File: src/rtl/rename_pkg.sv
// Shared types and constants for the two-wide register-rename stage.
// Holds the decoded and renamed instruction formats and the physical register sizing.
package rename_pkg;

  localparam int NUM_PREG = 64;
  localparam int PREG_W   = $clog2(NUM_PREG);
  localparam int AREG_W   = 5;

  typedef struct packed {
    logic RegWrite;
    logic MemRead;
    logic MemWrite;
    logic MemtoReg;
    logic Branch;
    logic ALUSrc;
  } ctrlStruct;

  typedef struct packed {
    logic [31:0]       pc;
    logic [6:0]        opcode;
    logic [AREG_W-1:0] rd;
    logic [AREG_W-1:0] rs1;
    logic [AREG_W-1:0] rs2;
    ctrlStruct         control;
  } instStruct;

  typedef struct packed {
    instStruct         inst;
    logic [PREG_W-1:0] prs1;
    logic [PREG_W-1:0] prs2;
    logic [PREG_W-1:0] prd;
    logic [PREG_W-1:0] old_prd;
  } renStruct;

  // x0 is hardwired zero, so writes to it never claim a physical register.
  function automatic logic allocates(input instStruct i);
    return i.control.RegWrite && (i.rd != '0);
  endfunction

endpackage

File: src/rtl/rename_if.sv
// Decode-to-dispatch rename port bundle, including the commit-side free ports.
// The master side is the decode/commit environment; the slave side is the rename stage.
interface rename_if;
  import rename_pkg::*;

  logic              dec_valid;
  instStruct         dec_ren_reg_a;
  instStruct         dec_ren_reg_b;
  logic              ren_stall;
  logic              free_en_a;
  logic              free_en_b;
  logic [PREG_W-1:0] free_preg_a;
  logic [PREG_W-1:0] free_preg_b;
  logic              ren_valid;
  renStruct          ren_dis_reg_a;
  renStruct          ren_dis_reg_b;

  modport master (
    output dec_valid, dec_ren_reg_a, dec_ren_reg_b,
    output free_en_a, free_en_b, free_preg_a, free_preg_b,
    input  ren_stall, ren_valid, ren_dis_reg_a, ren_dis_reg_b
  );

  modport slave (
    input  dec_valid, dec_ren_reg_a, dec_ren_reg_b,
    input  free_en_a, free_en_b, free_preg_a, free_preg_b,
    output ren_stall, ren_valid, ren_dis_reg_a, ren_dis_reg_b
  );

endinterface

File: src/rtl/rename_free_list.sv
// Circular free list of physical registers: up to two pops and two pushes per cycle.
// Pushed registers become visible at the head only after the edge that writes them.
module free_list
  import rename_pkg::*;
#(
  parameter int FL_DEPTH  = 32,
  parameter int BASE_PREG = 32
) (
  input  logic                      clk,
  input  logic                      rst,
  input  logic [1:0]                alloc_cnt,
  output logic [PREG_W-1:0]         fl_head0,
  output logic [PREG_W-1:0]         fl_head1,
  input  logic                      free_en_a,
  input  logic                      free_en_b,
  input  logic [PREG_W-1:0]         free_preg_a,
  input  logic [PREG_W-1:0]         free_preg_b,
  output logic [$clog2(FL_DEPTH):0] fl_count
);

  localparam int            PTR_W   = $clog2(FL_DEPTH);
  localparam logic [PTR_W:0] DEPTH_V = (PTR_W+1)'(FL_DEPTH);

  logic [PREG_W-1:0] mem [FL_DEPTH];
  logic [PTR_W-1:0]  head;
  logic [PTR_W-1:0]  tail;
  logic [PTR_W-1:0]  head_p1;
  logic [PTR_W-1:0]  tail_b;
  logic              push_a;
  logic              push_b;
  logic [1:0]        free_cnt;

  // Depth need not be a power of two, so wrap explicitly instead of relying on overflow.
  function automatic logic [PTR_W-1:0] ptr_add(input logic [PTR_W-1:0] p, input logic [1:0] n);
    logic [PTR_W:0] s;
    s = {1'b0, p} + {{(PTR_W-1){1'b0}}, n};
    if (s >= DEPTH_V) s = s - DEPTH_V;
    return s[PTR_W-1:0];
  endfunction

  always_comb begin
    push_a   = free_en_a && (free_preg_a != '0);
    push_b   = free_en_b && (free_preg_b != '0);
    free_cnt = {1'b0, push_a} + {1'b0, push_b};
    head_p1  = ptr_add(head, 2'd1);
    tail_b   = ptr_add(tail, {1'b0, push_a});
    fl_head0 = mem[head];
    fl_head1 = mem[head_p1];
  end

  always_ff @(posedge clk or posedge rst) begin
    if (rst) begin
      for (int i = 0; i < FL_DEPTH; i++) begin
        mem[i] <= PREG_W'(BASE_PREG + i);
      end
      head     <= '0;
      tail     <= '0;
      fl_count <= DEPTH_V;
    end else begin
      if (push_a) mem[tail]   <= free_preg_a;
      if (push_b) mem[tail_b] <= free_preg_b;
      head     <= ptr_add(head, alloc_cnt);
      tail     <= ptr_add(tail, free_cnt);
      fl_count <= fl_count + (PTR_W+1)'(free_cnt) - (PTR_W+1)'(alloc_cnt);
    end
  end

  // Commit may never return more registers than the list can hold.
  overflow_chk: assert property (@(posedge clk) disable iff (rst)
    ({1'b0, fl_count} + {{PTR_W{1'b0}}, free_cnt}) <= (PTR_W+2)'(FL_DEPTH));

  underflow_chk: assert property (@(posedge clk) disable iff (rst)
    (PTR_W+1)'(alloc_cnt) <= fl_count);

endmodule

File: src/rtl/rename.sv
// Two-wide rename stage: RAT lookup with intra-pair bypass, all-or-nothing allocation
// from the free list, and a registered renamed pair toward dispatch.
module rename
  import rename_pkg::*;
#(
  parameter int NUM_AREG = 32,
  parameter int FL_DEPTH = NUM_PREG - NUM_AREG
) (
  input logic     clk,
  input logic     rst,
  rename_if.slave rif
);

  localparam int CNT_W = $clog2(FL_DEPTH) + 1;

  logic [PREG_W-1:0] rat [NUM_AREG];
  logic [CNT_W-1:0]  fl_count;
  logic [PREG_W-1:0] fl_head0;
  logic [PREG_W-1:0] fl_head1;
  instStruct         inst_a;
  instStruct         inst_b;
  logic              alloc_a;
  logic              alloc_b;
  logic [1:0]        need;
  logic [1:0]        alloc_cnt;
  logic              stall;
  logic              fire;
  renStruct          ren_a;
  renStruct          ren_b;
  logic              ren_valid_q;
  renStruct          ren_a_q;
  renStruct          ren_b_q;

  free_list #(
    .FL_DEPTH  (FL_DEPTH),
    .BASE_PREG (NUM_AREG)
  ) u_free_list (
    .clk         (clk),
    .rst         (rst),
    .alloc_cnt   (alloc_cnt),
    .fl_head0    (fl_head0),
    .fl_head1    (fl_head1),
    .free_en_a   (rif.free_en_a),
    .free_en_b   (rif.free_en_b),
    .free_preg_a (rif.free_preg_a),
    .free_preg_b (rif.free_preg_b),
    .fl_count    (fl_count)
  );

  // Stall looks only at the registered count, so same-cycle frees cannot unblock a pair.
  always_comb begin
    inst_a    = rif.dec_ren_reg_a;
    inst_b    = rif.dec_ren_reg_b;
    alloc_a   = allocates(inst_a);
    alloc_b   = allocates(inst_b);
    need      = {1'b0, alloc_a} + {1'b0, alloc_b};
    stall     = rif.dec_valid && ((CNT_W)'(need) > fl_count);
    fire      = rif.dec_valid && !stall;
    alloc_cnt = fire ? need : 2'd0;
  end

  always_comb begin
    ren_a      = '0;
    ren_a.inst = inst_a;
    ren_a.prs1 = (inst_a.rs1 == '0) ? '0 : rat[inst_a.rs1];
    ren_a.prs2 = (inst_a.rs2 == '0) ? '0 : rat[inst_a.rs2];
    if (alloc_a) begin
      ren_a.prd     = fl_head0;
      ren_a.old_prd = rat[inst_a.rd];
    end
  end

  // The younger instruction sees the older one's new mapping through the bypass, not the RAT.
  always_comb begin
    ren_b      = '0;
    ren_b.inst = inst_b;
    if (alloc_a && (inst_b.rs1 == inst_a.rd)) ren_b.prs1 = ren_a.prd;
    else ren_b.prs1 = (inst_b.rs1 == '0) ? '0 : rat[inst_b.rs1];
    if (alloc_a && (inst_b.rs2 == inst_a.rd)) ren_b.prs2 = ren_a.prd;
    else ren_b.prs2 = (inst_b.rs2 == '0) ? '0 : rat[inst_b.rs2];
    if (alloc_b) begin
      ren_b.prd     = alloc_a ? fl_head1 : fl_head0;
      ren_b.old_prd = (alloc_a && (inst_b.rd == inst_a.rd)) ? ren_a.prd : rat[inst_b.rd];
    end
  end

  // When both write the same register the younger write lands last and wins.
  always_ff @(posedge clk or posedge rst) begin
    if (rst) begin
      for (int i = 0; i < NUM_AREG; i++) begin
        rat[i] <= PREG_W'(i);
      end
    end else if (fire) begin
      if (alloc_a) rat[inst_a.rd] <= ren_a.prd;
      if (alloc_b) rat[inst_b.rd] <= ren_b.prd;
    end
  end

  always_ff @(posedge clk or posedge rst) begin
    if (rst) begin
      ren_valid_q <= 1'b0;
      ren_a_q     <= '0;
      ren_b_q     <= '0;
    end else begin
      ren_valid_q <= fire;
      if (fire) begin
        ren_a_q <= ren_a;
        ren_b_q <= ren_b;
      end
    end
  end

  assign rif.ren_stall     = stall;
  assign rif.ren_valid     = ren_valid_q;
  assign rif.ren_dis_reg_a = ren_a_q;
  assign rif.ren_dis_reg_b = ren_b_q;

endmodule

File: src/flat_wrapper.sv
// flat-port wrapper written by rule: the top's interface ports become plain ports
module rename_flat import rename_pkg::*;
#(
  parameter int NUM_AREG = 32,
  parameter int FL_DEPTH = NUM_PREG - NUM_AREG
)
  (clk, rst, rif_dec_valid, rif_dec_ren_reg_a, rif_dec_ren_reg_b, rif_free_en_a, rif_free_en_b, rif_free_preg_a, rif_free_preg_b, rif_ren_stall, rif_ren_valid, rif_ren_dis_reg_a, rif_ren_dis_reg_b);
  rename_if rif_i ();
  input logic clk;
  input logic rst;
  input wire logic [$bits(rif_i.dec_valid)-1:0] rif_dec_valid;
  input wire logic [$bits(rif_i.dec_ren_reg_a)-1:0] rif_dec_ren_reg_a;
  input wire logic [$bits(rif_i.dec_ren_reg_b)-1:0] rif_dec_ren_reg_b;
  input wire logic [$bits(rif_i.free_en_a)-1:0] rif_free_en_a;
  input wire logic [$bits(rif_i.free_en_b)-1:0] rif_free_en_b;
  input wire logic [$bits(rif_i.free_preg_a)-1:0] rif_free_preg_a;
  input wire logic [$bits(rif_i.free_preg_b)-1:0] rif_free_preg_b;
  output wire logic [$bits(rif_i.ren_stall)-1:0] rif_ren_stall;
  output wire logic [$bits(rif_i.ren_valid)-1:0] rif_ren_valid;
  output wire logic [$bits(rif_i.ren_dis_reg_a)-1:0] rif_ren_dis_reg_a;
  output wire logic [$bits(rif_i.ren_dis_reg_b)-1:0] rif_ren_dis_reg_b;
  assign rif_i.dec_valid = rif_dec_valid;
  assign rif_i.dec_ren_reg_a = rif_dec_ren_reg_a;
  assign rif_i.dec_ren_reg_b = rif_dec_ren_reg_b;
  assign rif_i.free_en_a = rif_free_en_a;
  assign rif_i.free_en_b = rif_free_en_b;
  assign rif_i.free_preg_a = rif_free_preg_a;
  assign rif_i.free_preg_b = rif_free_preg_b;
  assign rif_ren_stall = rif_i.ren_stall;
  assign rif_ren_valid = rif_i.ren_valid;
  assign rif_ren_dis_reg_a = rif_i.ren_dis_reg_a;
  assign rif_ren_dis_reg_b = rif_i.ren_dis_reg_b;
  rename #(.NUM_AREG(NUM_AREG), .FL_DEPTH(FL_DEPTH)) u_core (.clk(clk), .rst(rst), .rif(rif_i));
endmodule
File: config.mk
export PLATFORM = sky130hd
export DESIGN_NAME = rename_flat
export DESIGN_NICKNAME = d
export VERILOG_FILES = /design/src/rtl/rename_pkg.sv /design/src/rtl/rename_if.sv /design/src/rtl/rename_free_list.sv /design/src/rtl/rename.sv /design/src/flat_wrapper.sv
export SDC_FILE = /design/constraint.sdc
export NUM_CORES = 2
export LEC_CHECK = 0
export BUFFER_PORTS_ARGS = -buffer_cell sky130_fd_sc_hd__buf_4
export CAP_MARGIN = 20
export CORE_MARGIN = 1
export CORE_UTILIZATION = 25
export CTS_BUF_LIST = sky130_fd_sc_hd__clkbuf_8
export DETAILED_ROUTE_END_ITERATION = 12
export GPL_ROUTABILITY_DRIVEN = 0
export PLACE_DENSITY = 0.43
export SLEW_MARGIN = 5
export SYNTH_ARGS = -nofsm -noshare
export SYNTH_HDL_FRONTEND = slang
export SYNTH_SLANG_ARGS = --single-unit
File: constraint.sdc
create_clock -name clk -period 19.45 [get_ports clk]
set_clock_uncertainty 0.2 [all_clocks]
set_input_delay 0 -clock clk [delete_from_list [all_inputs] [get_ports clk]]
set_output_delay 0 -clock clk [all_outputs]
set_load 0.02 [all_outputs]
==> flow_summary.yaml <==
floorplanning:
  ios: 307
  floorplan.core_area_sq_um: 152800
  initial_standard_cell_utilization_of_the_core: 0.2531
  floorplan_die_area_sq_um: 156300
  floorplan.die.height_um: 395.3
  die_width_um: 395.3
  placement_rows: 143
cells_and_area:
  post-route-util: 0.3168
  layout-drive-gt1-share: 0.2595
  area_growth_syn_to_layout_pct: 25.17
  mostFrequentLayoutCells: "sky130_fd_sc_hd__nand2_1, sky130_fd_sc_hd__mux2i_1, sky130_fd_sc_hd__dfrtp_1"
  final_area_sq_um: 48400
  nFillCells: 15730
  finalNetCount: 4439
  layout.cells.most_common: "sky130_fd_sc_hd__nand2_1"
clock_tree:
  clk_path_buf_depth: 3
  clk_latency_ps: 840
  cts_post_setup_buffers_inserted: 0
  clock_transition_at_the_registers_of_the_reported_paths_ps: 60
  clock_tree_from_tritoncts: "yes"
  cts_resized: 0
  holdBufCountCts: 325
  clock_sink_count: 569
  ctsHtreeMaxLevel: 3
  ctsRootBufferMaster: "sky130_fd_sc_hd__clkbuf_8"
  cts_buffers: 109
status:
  outcome: "finished, final reports clean"
critical_path:
  critical_path.startpoint: "rif_dec_ren_reg_a[18]"
  endpoint: "u_core.rat[9]"
  worstPathMaxFanout: 51
  regToRegEndpoint: "u_core.rat[0]"
  worst_ep_arrival_time_ps: 6150
  r2r_setup_slack_ps: 14520
  worstSetupEndpointType: "flop"
  cp_data_required_time_ps: 19940
  worstSetupStartpointType: "primary input"
  reg2reg_path_depth: 8
  timing_worst_setup_path_type: "primary input to flop"
  rr_startpoint: "u_core.u_free_list.head[1]"
yosys:
  ys_seq_area_frac: 0.3745
  async_flop_share: 1.000
  synth-edff-count: 0
  synth_nets: 3983
  avgSynthCellArea_sq_um: 10.11
  ys.flop_type: "sky130_fd_sc_hd__dfrtp_1"
  yosys.cell_types.count: 70
  postSynthCellCount: 3823
  synth_warnings: 0
  netlist_area_before_placement_sq_um: 38670
  ys_seq_elements: 569
global_route:
  grt_first_pass_wirelength_mm: 253.9
  first_global_vias: 34740
  grt_start_max_net_pins: 130
  antenna_violations_before_repair: 6
  globalRouteOverflowTotal: 0
  grtUsageTotal: 0.2192
power:
  clock_power_share: 0.165
  intPower_w: 0.004056
  ratio_of_total_power_to_cell_area_nw_per_um2: 158.7
  power_w: 0.007681
  leakagePower_nw: 20.49
  vdd.ir_drop.worst_v: 0.0001712
  combinational_share_of_power: 0.511
  switching_power_w: 0.003625
  seq_power_share: 0.324
  sw_frac: 0.4720
sta:
  slew_headroom: 0.2964
  period_needed_ps: 5664
  fmaxAchievable_ghz: 0.1766
  hold_ws_ps: 90.63
  final-hold-violation-count: 0
  tns_ps: 0
  finalCritPeriodShare: 0.2912
  setup_violating_endpoint_count_in_the_final_report: 0
  worst-slew-pin-transition_ps: 1055
  grt_setup_unrepaired: "false"
  report.final.slew_viol_count: 0
flow_run:
  cap_viol_max_count: 0
detailed_routing:
  totalWireLength_mm: 175.0
  routed-via-count: 35530
  wl_per_cell_um: 27.31
  detail_route.drc_violations: 0
  detail_route.vias_per_cell: 5.545
  final_antenna_net_count: 0
  drt_iter0_drc: 4563
  drt_pre_antenna_iters: 11
placement:
  detailedPlacementHpwl_mm: 111.6
  numPortBuffers: 306
  placed_cell_area_sq_um: 42760
hold_path:
  min_path_type: "primary input to flop"
## stage by stage
step,instances,setup slack [ps]
CTS,6403,13810
global route,6405,13470
global placement,5870,13240
detailed placement,5872,13520
floorplan,3823,3653
finish,6408,13790
## how the worst min path moves through the flow
stage                          startpoint                            to  slack [ps]  depth (start not counted)
finish              rif_dec_ren_reg_a[10]  u_core.rif.ren_dis_reg_a[34]          90                          4
global route        rif_dec_ren_reg_a[12]  u_core.rif.ren_dis_reg_a[36]          70                          4
CTS                 rif_dec_ren_reg_a[12]  u_core.rif.ren_dis_reg_a[36]           6                          4
detailed placement  rif_dec_ren_reg_b[45]  u_core.rif.ren_dis_reg_b[69]          -8                          3
global placement    rif_dec_ren_reg_b[58]  u_core.rif.ren_dis_reg_b[82]         -10                          3
floorplan            rif_dec_ren_reg_a[0]  u_core.rif.ren_dis_reg_a[24]         -90                          2
## critical path, stage by stage
cell and delay [ps]:
sky130_fd_sc_hd__dlygate4sd3_1 540, sky130_fd_sc_hd__buf_4 230, sky130_fd_sc_hd__or3_1 580, sky130_fd_sc_hd__o31ai_4 290, sky130_fd_sc_hd__inv_4 240, sky130_fd_sc_hd__ha_1 280
sky130_fd_sc_hd__ha_1 280, sky130_fd_sc_hd__nor2b_1 130, sky130_fd_sc_hd__o2111ai_1 310, sky130_fd_sc_hd__nand2_4 450, sky130_fd_sc_hd__inv_6 450, sky130_fd_sc_hd__buf_4 440
sky130_fd_sc_hd__buf_16 290, sky130_fd_sc_hd__buf_4 580, sky130_fd_sc_hd__o21ai_0 450, sky130_fd_sc_hd__a222oi_1 450
## logic make-up (layout without fill, tap and decap cells)
| logic type | count (synthesis) | count (layout) | synth area share |
|---|---|---|---|
| AND/OR/NAND/NOR | 1142 | 1142 | 0.1243 |
| flip-flops | 569 | 569 | 0.3745 |
| buffers and inverters | 523 | 1074 | 0.05294 |
| AO/OA/AOI/OAI | 780 | 780 | 0.1393 |
| adder cells (fa/ha/maj) | 23 | 23 | 0.008219 |
| XOR/XNOR | 27 | 27 | 0.006116 |
| other | 0 | 4 | 0 |
| multiplexers | 759 | 759 | 0.2947 |
## power groups by stage
stage / clock network, W / registers (W) / logic (W)
detailed placement: 0 / 0.00247 / 0.00377
finish: 0.00127 / 0.00249 / 0.00392
floorplan: 0 / 0.00223 / 0.00236
global route: 0.00136 / 0.00254 / 0.00413
global placement: 0 / 0.00247 / 0.00375
CTS: 0.00132 / 0.00246 / 0.00387
## cell usage after synthesis, drive strengths merged (14+ instances only)
| cell type | count | share of area |
|---|---|---|
| a21oi | 189 | 0.024 |
| a221oi | 49 | 0.011 |
| a222oi | 136 | 0.035 |
| a22oi | 44 | 0.0085 |
| buf | 103 | 0.012 |
| clkbuf | 247 | 0.024 |
| dfrtp | 376 | 0.24 |
| dfstp | 193 | 0.13 |
| ha | 19 | 0.0061 |
| inv | 170 | 0.017 |
| mux2 | 76 | 0.022 |
| mux2i | 387 | 0.10 |
| mux4 | 296 | 0.17 |
| nand2 | 602 | 0.058 |
| nand3 | 71 | 0.0092 |
| nand4 | 23 | 0.0037 |
| nor2 | 303 | 0.029 |
| nor2b | 19 | 0.0031 |
| nor3 | 49 | 0.0063 |
| o21ai | 176 | 0.023 |
| o221ai | 26 | 0.0059 |
| o22ai | 52 | 0.0084 |
| o32ai | 14 | 0.0032 |
| xor2 | 14 | 0.0032 |
## routing by layer
| metal | vias to the layer above | share of wire | wire (um) | global-route usage |
|---|---|---|---|---|
| met5 | - | 0.00042 | 73 | 0 |
| met4 | 8 | 0.042 | 7297 | 0.08984 |
| met3 | 363 | 0.092 | 16160 | 0.05001 |
| met1 | 18050 | 0.42 | 74330 | 0.3011 |
| met2 | 1880 | 0.44 | 77160 | 0.3302 |
| li1 | 15240 | - | - | - |
## flip-flops by register name, summed over array words and instances, names as in the netlist
signal,cells
u_core.rif.ren_dis_reg_a,84
u_core.rat,192
u_core.u_free_list.mem,192
u_core.rif.ren_valid,1
u_core.u_free_list.fl_count,6
u_core.rif.ren_dis_reg_b,84
u_core.u_free_list.tail,5
u_core.u_free_list.head,5
## cell type report
class / count / area, sq um / area share
flip-flops and latches: 569 / 14490 / 0.2993
repair buffers: 695 / 6137 / 0.1268
well taps: 2030 / 2540 / 0.05248
clock inverters: 72 / 447.9 / 0.009254
inverters: 173 / 664.4 / 0.01373
diodes: 4 / 10.01 / 0.0002068
clock buffers: 134 / 1844 / 0.03810
multi-input cells: 2731 / 22270 / 0.4601
No activity file was read; power rests on OpenSTA's default activity.
